File: config.mk
export PLATFORM = sky130hd
export DESIGN_NAME = mirror_step_seq
export DESIGN_NICKNAME = d
export VERILOG_FILES = /design/src/rtl/mirror_step_seq.sv
export SDC_FILE = /design/constraint.sdc
export NUM_CORES = 1
export LEC_CHECK = 0
export BUFFER_PORTS_ARGS = -buffer_cell sky130_fd_sc_hd__buf_2
export CORE_ASPECT_RATIO = 0.9
export CORE_MARGIN = 2
export CORE_UTILIZATION = 30
export DETAILED_ROUTE_END_ITERATION = 12
export PLACE_DENSITY = 0.5
export SYNTH_ARGS = -nofsm -noshare
export SYNTH_HDL_FRONTEND = slang
export SYNTH_SLANG_ARGS = --single-unit
File: constraint.sdc
create_clock -name clk_i -period 21.1 [get_ports clk_i]
set_input_delay 1.055 -clock clk_i [delete_from_list [all_inputs] [get_ports clk_i]]
set_output_delay 1.055 -clock clk_i [all_outputs]
set_load 0.1 [all_outputs]
File: src/rtl/mirror_step_seq.sv
// mirror_step_seq: issues the iteration-index stream 0..N-1 to the mirror step
// pipeline, collects the in-order thetaStep results, tags them with their
// index and hands them downstream through a show-ahead FIFO. A credit scheme
// (outstanding + buffered <= DEPTH_P) guarantees the FIFO can never overflow.
module mirror_step_seq #(
  parameter int POINTS_PER_LINE_P  = 360,
  parameter int NUMBER_OF_FRAMES_P = 5,
  parameter int DEPTH_P            = 16
) (
  input  logic        clk_i,
  input  logic        nrst_i,
  input  logic        start_i,
  input  logic        abort_i,
  output logic        theta_iteration_valid_o,
  output logic [15:0] theta_iteration_o,
  input  logic        thetaStep_it_valid_i,
  input  logic [31:0] thetaStep_it_i,
  output logic        step_valid_o,
  output logic [31:0] step_o,
  output logic [15:0] step_idx_o,
  output logic        step_last_o,
  input  logic        step_ready_i,
  output logic        busy_o,
  output logic        done_o,
  output logic        error_o
);

  localparam int N_P  = POINTS_PER_LINE_P * NUMBER_OF_FRAMES_P;
  localparam int AW_P = $clog2(DEPTH_P);
  localparam int CW_P = AW_P + 1;
  localparam int EW_P = 49;

  localparam logic [16:0]   N_L        = 17'(N_P);
  localparam logic [15:0]   LAST_IDX_L = 16'(N_P - 1);
  localparam logic [CW_P:0] DEPTH_L    = (CW_P + 1)'(DEPTH_P);
  localparam logic [CW_P-1:0] FULL_L   = CW_P'(DEPTH_P);

  typedef enum logic [1:0] {
    ST_IDLE  = 2'd0,
    ST_RUN   = 2'd1,
    ST_DRAIN = 2'd2,
    ST_FLUSH = 2'd3
  } state_t;

  state_t              state_r;
  state_t              state_nx_s;
  logic [16:0]         issue_idx_r;
  logic [16:0]         issue_base_s;
  logic [CW_P-1:0]     outstanding_r;
  logic [15:0]         ret_idx_r;
  logic [CW_P-1:0]     fifo_cnt_r;
  logic [AW_P-1:0]     wr_ptr_r;
  logic [AW_P-1:0]     rd_ptr_r;
  logic [EW_P-1:0]     mem_r [DEPTH_P];
  logic [EW_P-1:0]     head_s;
  logic                theta_valid_r;
  logic [15:0]         theta_idx_r;
  logic                done_r;
  logic                error_r;

  logic                credit_s;
  logic                pop_s;
  logic                fifo_full_s;
  logic                issue_s;
  logic                ret_s;
  logic                ret_adv_s;
  logic                push_s;
  logic                flush_s;
  logic                err_set_s;
  logic                err_clr_s;
  logic                done_nx_s;
  logic                sweep_clr_s;

  // Credit and FIFO handshake terms from registered state only, so returns and
  // pops in the current cycle are credited one cycle later.
  always_comb begin
    credit_s    = (({1'b0, outstanding_r} + {1'b0, fifo_cnt_r}) < DEPTH_L);
    fifo_full_s = (fifo_cnt_r == FULL_L);
    pop_s       = (fifo_cnt_r != {CW_P{1'b0}}) && step_ready_i;
  end

  // Next-state, issue decision and result-return classification.
  always_comb begin
    state_nx_s  = state_r;
    issue_s     = 1'b0;
    ret_s       = 1'b0;
    ret_adv_s   = 1'b0;
    push_s      = 1'b0;
    flush_s     = 1'b0;
    err_set_s   = 1'b0;
    err_clr_s   = 1'b0;
    done_nx_s   = 1'b0;
    sweep_clr_s = 1'b0;

    case (state_r)
      ST_IDLE: begin
        // start_i wins over abort_i; index 0 goes out on the start edge so it
        // is visible the cycle right after start_i is sampled.
        if (start_i) begin
          state_nx_s  = ST_RUN;
          issue_s     = 1'b1;
          sweep_clr_s = 1'b1;
          err_clr_s   = 1'b1;
        end else begin
          state_nx_s  = ST_IDLE;
        end
      end
      ST_RUN: begin
        if (abort_i) begin
          state_nx_s = ST_FLUSH;
          flush_s    = 1'b1;
        end else if (issue_idx_r == N_L) begin
          state_nx_s = ST_DRAIN;
        end else begin
          state_nx_s = ST_RUN;
          issue_s    = credit_s;
        end
      end
      ST_DRAIN: begin
        if (abort_i) begin
          state_nx_s = ST_FLUSH;
          flush_s    = 1'b1;
        end else if ((outstanding_r == {CW_P{1'b0}}) &&
                     (fifo_cnt_r == {CW_P{1'b0}}) && !pop_s) begin
          state_nx_s = ST_IDLE;
          done_nx_s  = 1'b1;
        end else begin
          state_nx_s = ST_DRAIN;
        end
      end
      ST_FLUSH: begin
        if (outstanding_r == {CW_P{1'b0}}) begin
          state_nx_s = ST_IDLE;
        end else begin
          state_nx_s = ST_FLUSH;
        end
      end
      default: begin
        state_nx_s = ST_IDLE;
      end
    endcase

    // A returning result is either discarded (flush), dropped as an error
    // (nothing outstanding / idle / FIFO overflow) or pushed with its tag.
    if (thetaStep_it_valid_i) begin
      if (state_r == ST_IDLE) begin
        err_set_s = 1'b1;
      end else if ((state_r == ST_FLUSH) || flush_s) begin
        ret_s = (outstanding_r != {CW_P{1'b0}});
      end else if (outstanding_r == {CW_P{1'b0}}) begin
        err_set_s = 1'b1;
      end else begin
        ret_s     = 1'b1;
        ret_adv_s = 1'b1;
        if (fifo_full_s && !pop_s) begin
          err_set_s = 1'b1;
        end else begin
          push_s = 1'b1;
        end
      end
    end else begin
      ret_s = 1'b0;
    end
  end

  // Index handed out on an issue; a new sweep restarts from zero.
  always_comb begin
    if (sweep_clr_s) begin
      issue_base_s = 17'd0;
    end else begin
      issue_base_s = issue_idx_r;
    end
  end

  // Control state, sweep counters and registered status outputs.
  always_ff @(posedge clk_i or negedge nrst_i) begin
    if (!nrst_i) begin
      state_r       <= ST_IDLE;
      issue_idx_r   <= 17'd0;
      outstanding_r <= {CW_P{1'b0}};
      ret_idx_r     <= 16'd0;
      theta_valid_r <= 1'b0;
      theta_idx_r   <= 16'd0;
      done_r        <= 1'b0;
      error_r       <= 1'b0;
    end else begin
      state_r       <= state_nx_s;
      issue_idx_r   <= issue_base_s + {16'd0, issue_s};
      theta_valid_r <= issue_s;
      theta_idx_r   <= issue_s ? issue_base_s[15:0] : 16'd0;
      done_r        <= done_nx_s;
      case ({issue_s, ret_s})
        2'b10:   outstanding_r <= outstanding_r + CW_P'(1);
        2'b01:   outstanding_r <= outstanding_r - CW_P'(1);
        default: outstanding_r <= outstanding_r;
      endcase
      if (sweep_clr_s) begin
        ret_idx_r <= 16'd0;
      end else if (ret_adv_s) begin
        ret_idx_r <= ret_idx_r + 16'd1;
      end
      if (err_set_s) begin
        error_r <= 1'b1;
      end else if (err_clr_s) begin
        error_r <= 1'b0;
      end
    end
  end

  // FIFO pointers and fill count; abort empties the FIFO on the abort edge.
  always_ff @(posedge clk_i or negedge nrst_i) begin
    if (!nrst_i) begin
      wr_ptr_r   <= {AW_P{1'b0}};
      rd_ptr_r   <= {AW_P{1'b0}};
      fifo_cnt_r <= {CW_P{1'b0}};
    end else if (flush_s) begin
      wr_ptr_r   <= {AW_P{1'b0}};
      rd_ptr_r   <= {AW_P{1'b0}};
      fifo_cnt_r <= {CW_P{1'b0}};
    end else begin
      if (push_s) begin
        wr_ptr_r <= wr_ptr_r + AW_P'(1);
      end
      if (pop_s) begin
        rd_ptr_r <= rd_ptr_r + AW_P'(1);
      end
      case ({push_s, pop_s})
        2'b10:   fifo_cnt_r <= fifo_cnt_r + CW_P'(1);
        2'b01:   fifo_cnt_r <= fifo_cnt_r - CW_P'(1);
        default: fifo_cnt_r <= fifo_cnt_r;
      endcase
    end
  end

  // FIFO storage: {result, index, last}; contents need no reset since the
  // outputs are gated by the fill count.
  always_ff @(posedge clk_i) begin
    if (push_s) begin
      mem_r[wr_ptr_r] <= {thetaStep_it_i, ret_idx_r, (ret_idx_r == LAST_IDX_L)};
    end
  end

  // Show-ahead head entry, forced to zero while the FIFO is empty.
  always_comb begin
    if (fifo_cnt_r != {CW_P{1'b0}}) begin
      head_s = mem_r[rd_ptr_r];
    end else begin
      head_s = {EW_P{1'b0}};
    end
  end

  assign theta_iteration_valid_o = theta_valid_r;
  assign theta_iteration_o       = theta_idx_r;
  assign step_valid_o            = (fifo_cnt_r != {CW_P{1'b0}});
  assign step_o                  = head_s[48:17];
  assign step_idx_o              = head_s[16:1];
  assign step_last_o             = head_s[0];
  assign busy_o                  = (state_r != ST_IDLE);
  assign done_o                  = done_r;
  assign error_o                 = error_r;

endmodule

==> results.tsv <==
metric	value	unit
detailed-route via count	15932	
n_diodes	0	
DR pass1 iterations	5	
number of setup buffers added after CTS	0	
reg2reg setup slack	17.23	ns
initial antenna violation count	3	
Startpoint Class	register	
DR WL/cell	23.8	um
worst rel slew slack	27.1	%
I/O Buffers	107	
Initial Util	30.2	%
Root Driver	clkbuf_16	
share of cells above drive strength 1	27.3	%
hold buffers post-CTS	0	
DRC viols	0	
M1 WL	34300	um
area added between synthesis and finish	15.9	%
Net Sw Power	2.06	mW
final worst setup slack	14.86	ns
WP buf/inv	3	
final net count	1803	
CTS resizes	0	
Final Skew	0.0434	ns
Syn Inst Count	1594	
EDFF count, synth	784	
Util after Layout	35.0	%
RSZ-0062 raised after global routing	no	
Gate power share	33.2	%
Die ar.	0.114	mm^2
Worst Setup EP	step_idx_o[6]	
CP cell instances	buf_12, buf_4, mux4_2, mux2i_1, o22ai_1, buf_2	
Reg power frac	37.5	%
Netlist cell types	49	
die height	321	um
DP Wirelength	39200	um
Clock Path Buffers	3	
GPL Wtd Cong	0.712	
TritonCTS Buffers	91	
crit share post-route	29.6	%
PwrDens	140	mW/mm^2
largest net degree at the start of global routing	151	
final setup violating endpoints	0	
drt first-iter violations	1364	
switch share	37.9	%
final hold violations	0	
Slew Viols, Final	0	
clock power share	29.3	%
synthesized flop and latch total	856	
r2r startpoint	state_r[0]	
TritonCTS clock tree	built	
DIE WIDTH	356	um
CORE AREA	0.111	mm^2
Worst Max-Slew Pin Slew	1.09	ns
CP required	20.05	ns
worst slack at placement	15.32	ns
clock sinks	856	
first-pass GRT wire length	115000	um
R2R depth	9	
clock slew at reported path FFs	0.06	ns
worst endpoint data arrival time	5.18	ns
post-route ant nets	0	
Leak	12.1	nW
Design Power	5.43	mW
Syn. warnings	0	
Via density	4.85	
reg-to-reg endpoint	mem_r[13][9]	
status	complete, no violations	
total track usage	13.7	%
Worst path depth	6	
WL met2	38300	um
min-delay worst type	input port to asynchronous set/reset pin	
met3 wire len	3960	um
count of maximum capacitance violations	0	
syn nets	1657	
Max stage delay on crit path	1.05	ns
P_int	3.37	mW
I/O Pins	108	
DRT Wirelength	78200	um
Setup crit start	rd_ptr_r[0]	
synthesized area	0.0335	mm^2
max layer used	met4	
FFs w/ async S/R, synth	8.41	%
WS Path Type	register to output pin	
VDD IR-drop max	0.133	mV
grt total ovfl	0	
worst skew pair latency	0.66	ns
H-tree depth	3	
Most used DFF post-synth	edfxtp_1	
min cycle time layout	6.24	ns
delay-heaviest family, CP	buffers and inverters	
fmax	160	MHz
Avg Cell Area, Syn	21.0	um^2
vias in the first global route	17168	
sequential share of the synthesized area	75.8	%
crit end category	output pin	
setup_tns	0	ns
crit-path max FO	102	
total number of placement rows	116	
Critical Path Slowest Stage Cell	dfrtp_4	
-- registers in the layout, indices dropped and copies added, names as in the netlist --
| signal | count |
|---|---|
| done_o | 1 |
| error_o | 1 |
| fifo_cnt_r | 5 |
| issue_idx_r | 17 |
| mem_r | 784 |
| outstanding_r | 5 |
| rd_ptr_r | 4 |
| ret_idx_r | 16 |
| state_r | 2 |
| theta_iteration_o | 16 |
| theta_iteration_valid_o | 1 |
| wr_ptr_r | 4 |
-- power groups by stage --
stage               registers [mW]  clock network (mW)  logic, mW
floorplan                     2.04                   0       1.46
global placement              2.07                   0       1.83
detailed placement            2.08                   0       1.84
CTS                           2.04                1.63       1.84
global route                  2.05                1.70       1.91
finish                        2.04                1.59       1.80
-- routing by layer --
layer / track usage, % / vias to the layer above
met4: 3.47 / 0
li1: - / 6868
met2: 23.0 / 376
met1: 18.2 / 8566
met5: 0 / -
met3: 2.83 / 122
-- cells in the mapped netlist (15+ instances only) --
cell type | n | area share, %
edfxtp_1 | 784 | 70
mux4_2 | 196 | 13
mux2i_1 | 102 | 3.1
dfrtp_1 | 72 | 5.4
o22ai_1 | 50 | 0.94
nor2_1 | 40 | 0.45
buf_2 | 35 | 0.52
clkbuf_1 | 33 | 0.37
nand2_1 | 28 | 0.31
and2_1 | 27 | 0.50
xnor2_1 | 24 | 0.63
ha_1 | 23 | 0.86
inv_1 | 19 | 0.21
a21oi_1 | 18 | 0.27
nand3_1 | 16 | 0.24
o21ai_0 | 15 | 0.22
-- kinds of logic (layout without fill, tap and decap cells) --
kind of cell / count (synthesis) / count (layout) / synth area share, %
AO/OA/AOI/OAI: 98 / 98 / 1.81
XOR/XNOR: 33 / 33 / 0.864
adder cells (fa/ha/maj): 25 / 25 / 0.980
buffers and inverters: 102 / 321 / 1.35
flip-flops: 856 / 856 / 75.8
multiplexers: 301 / 301 / 16.4
AND/OR/NAND/NOR: 179 / 179 / 2.86
-- how the worst min path moves through the flow --
stage / start / to / slack [ns]
detailed placement: outstanding_r[4] / outstanding_r[4] / 0.50
finish: nrst_i / issue_idx_r[11] / 0.23
global route: nrst_i / issue_idx_r[12] / 0.19
floorplan: outstanding_r[4] / outstanding_r[4] / 0.46
CTS: nrst_i / issue_idx_r[11] / 0.19
global placement: outstanding_r[4] / outstanding_r[4] / 0.48
-- area by class of cell --
cell class | instances | area, um^2
repair buffers | 136 | 781
multi-input cells | 636 | 7740
flip-flops and latches | 856 | 25400
well taps | 1475 | 1850
clock inverters | 58 | 607
fillers | 10342 | 72100
inverters | 19 | 71.3
clock buffers | 108 | 2380
-- per-stage QoR --
stage	instance area (um^2)	hold slack, ns	cells
6_report	38800	0.232	3288
5_1_grt	38800	0.193	3288
4_1_cts	38800	0.189	3288
3_5_place_dp	35800	0.501	3122
3_3_place_gp	35800	0.485	3122
2_1_floorplan	33500	0.462	1594
-- layout by cell type (no fill, tap or decap), drive strengths merged, types with 2 or more instances in the layout --
| cell | Yosys | routed |
|---|---|---|
| nand4 | 9 | 9 |
| dfrtp | 72 | 72 |
| clkinv | 0 | 41 |
| nor3b | 4 | 4 |
| a21o | 4 | 4 |
| clkbuf | 33 | 108 |
| xnor2 | 24 | 24 |
| clkinvlp | 0 | 4 |
| nand2b | 3 | 3 |
| nor3 | 12 | 12 |
| a31oi | 2 | 2 |
| nor2 | 40 | 40 |
| nand2 | 29 | 29 |
| nor4 | 14 | 14 |
| mux2 | 3 | 3 |
| and4 | 2 | 2 |
| buf | 50 | 136 |
| mux2i | 102 | 102 |
| a21oi | 18 | 18 |
| nor2b | 3 | 3 |
| nor4b | 2 | 2 |
| or2 | 4 | 4 |
| a31o | 3 | 3 |
| and3 | 2 | 2 |
| nand3 | 16 | 16 |
| o31ai | 2 | 2 |
| bufinv | 0 | 10 |
| edfxtp | 784 | 784 |
| o22ai | 50 | 50 |
| mux4 | 196 | 196 |
| inv | 19 | 22 |
| or3 | 8 | 8 |
| xor2 | 9 | 9 |
| or4 | 2 | 2 |
| o21ai | 16 | 16 |
| and2 | 27 | 27 |
| ha | 23 | 23 |
| fa | 2 | 2 |
Note: power is estimated with default switching activity, not from simulation.
